### config.mk
export PLATFORM = sky130hd
export DESIGN_NAME = prog_ctr_seq
export DESIGN_NICKNAME = d
export VERILOG_FILES = /design/src/rtl/prog_ctr_seq.sv
export SDC_FILE = /design/constraint.sdc
export NUM_CORES = 1
export LEC_CHECK = 0
export CAP_MARGIN = 20
export CORE_ASPECT_RATIO = 0.9
export CORE_MARGIN = 4
export CORE_UTILIZATION = 51
export DETAILED_ROUTE_END_ITERATION = 10
export GPL_TIMING_DRIVEN = 1
export HOLD_SLACK_MARGIN = 0.08
export PLACE_DENSITY = 0.82
export SYNTH_ARGS = -nofsm -noshare
export SYNTH_HDL_FRONTEND = slang
export SYNTH_SLANG_ARGS = --single-unit
export TNS_END_PERCENT = 50
### constraint.sdc
create_clock -name Clk -period 2.5 [get_ports Clk]
set_clock_uncertainty 0.15 [all_clocks]
set_input_delay 0.5 -clock Clk [delete_from_list [all_inputs] [get_ports Clk]]
set_output_delay 0.5 -clock Clk [all_outputs]
set_load 0.1 [all_outputs]
### src/rtl/prog_ctr_seq.sv
// Fetch-stage program counter: sequences resident programs on Start and supports
// conditional branches, a call/return stack, stall, halt/done and sticky stack errors.
module prog_ctr_seq #(
  parameter int                         PC_W        = 10,
  parameter int                         NUM_PROGS   = 3,
  parameter logic [NUM_PROGS*PC_W-1:0]  PROG_BASE   = {10'd256, 10'd128, 10'd0},
  parameter int                         STACK_DEPTH = 4
) (
  input  logic                               Clk,
  input  logic                               Reset,
  input  logic                               Start,
  input  logic                               Stall,
  input  logic                               BranchRel,
  input  logic                               BranchAbs,
  input  logic                               ALU_flag,
  input  logic                               Call,
  input  logic                               Ret,
  input  logic                               Halt,
  input  logic [PC_W-1:0]                    Target,
  output logic [PC_W-1:0]                    ProgCtr,
  output logic [$clog2(NUM_PROGS+1)-1:0]     ProgIdx,
  output logic                               Running,
  output logic                               Done,
  output logic                               StackErr,
  output logic [1:0]                         dbg_state
);

  localparam int IDX_W = $clog2(NUM_PROGS + 1);
  localparam int SP_W  = $clog2(STACK_DEPTH + 1);
  localparam int AW    = (STACK_DEPTH > 1) ? $clog2(STACK_DEPTH) : 1;
  localparam int TAB_N = 1 << IDX_W;
  localparam int STK_N = 1 << AW;

  typedef enum logic [1:0] {
    S_IDLE = 2'd0,
    S_RUN  = 2'd1,
    S_HALT = 2'd2
  } state_t;

  state_t            state, state_n;
  logic [PC_W-1:0]   pc, pc_n;
  logic [IDX_W-1:0]  idx, idx_n;
  logic [SP_W-1:0]   sp, sp_n;
  logic              err, err_n;
  logic              running, done;
  logic              push;
  logic [AW-1:0]     wr_addr, rd_addr;
  logic [PC_W-1:0]   stack [STK_N];
  logic [PC_W-1:0]   base_tab [TAB_N];

  // Entry-address table padded to a power of two so ProgIdx can index it directly.
  for (genvar g = 0; g < TAB_N; g++) begin : g_base
    if (g < NUM_PROGS) begin : g_used
      assign base_tab[g] = PROG_BASE[g*PC_W +: PC_W];
    end else begin : g_pad
      assign base_tab[g] = '0;
    end
  end

  assign wr_addr = AW'(sp);
  assign rd_addr = AW'(sp - SP_W'(1));

  always_comb begin
    state_n = state;
    pc_n    = pc;
    idx_n   = idx;
    sp_n    = sp;
    err_n   = err;
    push    = 1'b0;
    if (Start) begin
      pc_n    = base_tab[idx];
      idx_n   = (idx == IDX_W'(NUM_PROGS - 1)) ? '0 : idx + IDX_W'(1);
      sp_n    = '0;
      err_n   = 1'b0;
      state_n = S_RUN;
    end else if (state == S_RUN && !Stall) begin
      if (Halt) begin
        state_n = S_HALT;
      end else if (Ret) begin
        if (sp != '0) begin
          sp_n = sp - SP_W'(1);
          pc_n = stack[rd_addr];
        end else begin
          err_n   = 1'b1;
          state_n = S_HALT;
        end
      end else if (Call) begin
        if (sp != SP_W'(STACK_DEPTH)) begin
          push = 1'b1;
          sp_n = sp + SP_W'(1);
          pc_n = Target;
        end else begin
          err_n   = 1'b1;
          state_n = S_HALT;
        end
      end else if (BranchAbs && ALU_flag) begin
        pc_n = Target;
      end else if (BranchRel && ALU_flag) begin
        // Same-width add wraps modulo 2^PC_W, which equals adding the sign-extended offset.
        pc_n = pc + Target;
      end else begin
        pc_n = pc + PC_W'(1);
      end
    end
  end

  always_ff @(posedge Clk) begin
    if (Reset) begin
      state   <= S_IDLE;
      pc      <= '0;
      idx     <= '0;
      sp      <= '0;
      err     <= 1'b0;
      running <= 1'b0;
      done    <= 1'b0;
    end else begin
      state   <= state_n;
      pc      <= pc_n;
      idx     <= idx_n;
      sp      <= sp_n;
      err     <= err_n;
      running <= (state_n == S_RUN);
      done    <= (state_n == S_HALT);
    end
  end

  // Stack storage needs no reset: the pointer alone defines which entries are live.
  always_ff @(posedge Clk) begin
    if (!Reset && push) stack[wr_addr] <= pc + PC_W'(1);
  end

  assign ProgCtr   = pc;
  assign ProgIdx   = idx;
  assign Running   = running;
  assign Done      = done;
  assign StackErr  = err;
  assign dbg_state = state;

endmodule
==> flow_summary.yaml <==
global_route:
  overflow: 0
  grt_util_all_layers: 0.2318
  grt_pass1_vias: 2772
  antenna_found_initial: 0
  grt_pass1_wl_um: 13920
  grt_max_degree: 14
floorplan:
  rows: 27
  core_area_sq_um: 6148
  io_pins: 37
  initial_core_util: 0.5269
  die_area_sq_um: 7693
  fp.dieW_um: 92.01
  die_h_um: 83.61
timing:
  worst_slew_pin_slew_ns: 0.4806
  setup-violations-final: 0
  period_minus_slack_ns: 2.473
  relSlewSlack: 0.6773
  period_share: 0.9892
  max_freq_ghz: 0.4044
  slew_violations: 0
  fin_setup_tns_ns: 0
  final-hold-violation-count: 0
  rsz0062_at_grt: "true"
synth:
  yosysMostFrequentCell: "edfxtp_1"
  ys.warnings.count: 0
  yosysSeqAreaShare: 0.4944
  yosys.area.top_type: "edfxtp_1"
  synth.area.top_cells: "edfxtp_1 37%, dfxtp_1 12%, mux4_2 7.0%"
  ys_ff_latch: 60
  ys.flop_type: "edfxtp_1"
  synth_edf_count: 40
  netlist_top_cells_count: "40 x edfxtp_1, 21 x nand2_1, 20 x dfxtp_1"
  synth_nets: 325
  syn_avg_cell_area_sq_um: 11.25
  syn_area_sq_um: 3239
  synth_cell_types: 51
  synth_top_area_frac: 0.3708
  syn_inst: 288
  synthArstFlopShare: 0
layout:
  regArea_sq_um: 1609
  utilization: 0.6901
  fin_nets: 408
  multi_input_area_sq_um: 1565
  antenna_cells: 0
  syn_to_final_growth_pct: 30.98
  fillCellCount: 472
  final_cells: 463
  drive_above_1_share: 0.2926
  final_area_sq_um: 4243
worst_setup_path:
  crit_type: "input pin to register"
  arrival_ns: 2.58
  path_delay_family: "simple AND/OR/NAND/NOR gates"
  path_cells: "dlygate4sd2_1, ha_2, inv_1, fa_2, nor2b_4, o21a_1, o2111a_1, or3_1, or3_1, a31oi_1"
  crit_slowest_cell: "or3_1"
  cp-start-kind: "input pin"
  rr_startpoint: "ProgCtr[0]"
  r2r_setup_slack_ns: 0.15
  cp_num_buf_inv: 2
  endpoint: "ProgCtr[4]"
  max_stage_delay_ns: 0.35
  cp_common_cell: "or3_1"
  startpoint: "Target[0]"
  crit_fanout: 2
  worst-r2r-cell-count: 9
  cp.required_ns: 2.60
  worstReg2RegEnd: "ProgCtr[4]"
  crit_cells: 10
  cp-end-kind: "register"
power:
  leakage_nw: 1.629
  pwr-share-comb: 0.133
  clock_power_share: 0.367
  swShare: 0.2781
  p_int_mw: 1.541
  pwr-share-seq: 0.500
  p_per_area_nw_per_um2: 503.2
  p_switching_mw: 0.5938
  vdd_drop_max_uv: 437.5
hold_path:
  min_path_type: "register to register"
placement:
  placed_cells: 447
  port_buffers: 36
  hpwl_um: 6051
  postPlaceCellArea_sq_um: 4035
  gp_congestion: 0.9063
route:
  wire_per_inst_um: 18.24
  ant_nets: 0
  routed_wl_um: 8446
  drc: 0
  via_per_inst: 5.968
  vias: 2763
  first_iter_violations: 189
  firstDrtPassIters: 7
clocking:
  clkLatencyLatePin_ns: 0.34
  cts_setup_buffers: 0
  htreeDepth: 3
  cts.path.max_buffers: 2
  numCtsBuffers: 9
  clk_pin_slew_worst_paths_ns: 0.07
  cts.sinks: 60
  root_buffer: "clkbuf_8"
  tritoncts: "yes"
flow_run:
  timing.max_cap.violations: 0
status:
  status: "finished, final reports clean"
==> power by group through the flow <==
| stage | combinational (mW) | clock (mW) | sequential [mW] |
|---|---|---|---|
| 6_report | 0.284 | 0.783 | 1.07 |
| 5_1_grt | 0.302 | 0.845 | 1.07 |
| 4_1_cts | 0.279 | 0.798 | 1.07 |
| 3_5_place_dp | 0.274 | 0 | 1.09 |
| 3_3_place_gp | 0.270 | 0 | 1.09 |
| 2_1_floorplan | 0.101 | 0 | 1.15 |
==> worst min-delay path by stage <==
stage	depth (start not counted)	from	to
finish	2	ProgIdx[1]	ProgIdx[1]
global route	2	StackErr	StackErr
CTS	2	ProgIdx[1]	ProgIdx[1]
detailed placement	2	ProgIdx[1]	ProgIdx[1]
global placement	2	StackErr	StackErr
floorplan	2	sp[2]	sp[2]
==> flip-flops by register name, indices dropped and copies added, names as in the netlist <==
name       count
stack         40
ProgCtr       10
sp             3
ProgIdx        2
dbg_state      2
Done           1
Running        1
StackErr       1
==> per-stage QoR <==
| step | hold slack [ns] | setup WS (ns) | total power [mW] |
|---|---|---|---|
| 3_3_place_gp | 0.3022 | -0.4230 | 1.359 |
| 5_1_grt | 0.3867 | -0.01218 | 2.216 |
| 3_5_place_dp | 0.3467 | -0.5518 | 1.364 |
| 2_1_floorplan | 0.3210 | -0.1993 | 1.247 |
| 6_report | 0.3581 | 0.02710 | 2.135 |
| 4_1_cts | 0.3563 | 0.004866 | 2.144 |
==> worst register-to-register path: cells and delay by family, from the launching register on <==
kind | cells | cell delay [ns]
AOI/OAI and AO/OA | 3 | 0.61
adders and majority gates | 2 | 0.40
buffers and inverters | 1 | 0.07
DFF | 1 | 0.32
and+or+nand+nor | 3 | 0.73
==> cells in the final DEF (no fill, tap or decap), types with 7 or more instances in the layout <==
master            n
a21oi_1          19
nand3_1          11
nor2_1           17
edfxtp_1         40
clkbuf_8          9
mux4_2           10
xnor2_1           8
o21ai_0          13
ha_1             14
buf_4            61
a31oi_1           7
nand2_1          21
clkdlybuf4s50_1  16
dfxtp_1          14
inv_1            12
o211ai_1          7
==> cells by family after synthesis <==
group                      after synthesis  share of synthesized area
muxes                                   12                    0.07609
buffers and inverters                   26                    0.03128
xor gates and xnor gates                13                    0.03515
DFF                                     60                     0.4944
and+or+nand+nor                         81                     0.1321
adders and majority gates               17                    0.06798
AOI/OAI and AO/OA                       79                     0.1630
==> repair_timing <==
action | 4_1_cts | 5_1_grt
pin swaps | 3 | 2
endpoints found under the setup margin | 3 | 3
hold buffers | 0 | 0
hold endpoints to repair | 0 | 0
resized for setup | 10 | 2
==> per-layer routing <==
| metal | routed length [um] | track usage | share of wire |
|---|---|---|---|
| met1 | 3457 | 0.2999 | 0.41 |
| met4 | 172 | 0.07692 | 0.020 |
| met3 | 711 | 0.06763 | 0.084 |
| met2 | 4105 | 0.3733 | 0.49 |
| met5 | 0 | 0 | 0 |
==> final cells by class <==
cell class,count,share of cell area
multi-input combinational,202,0.3689
inverter,14,0.01239
clock inverter,7,0.01386
clock buffer,9,0.02919
tap,87,0.02566
timing repair buffer,84,0.1707
sequential,60,0.3792
(Power assumes the default switching activity.)
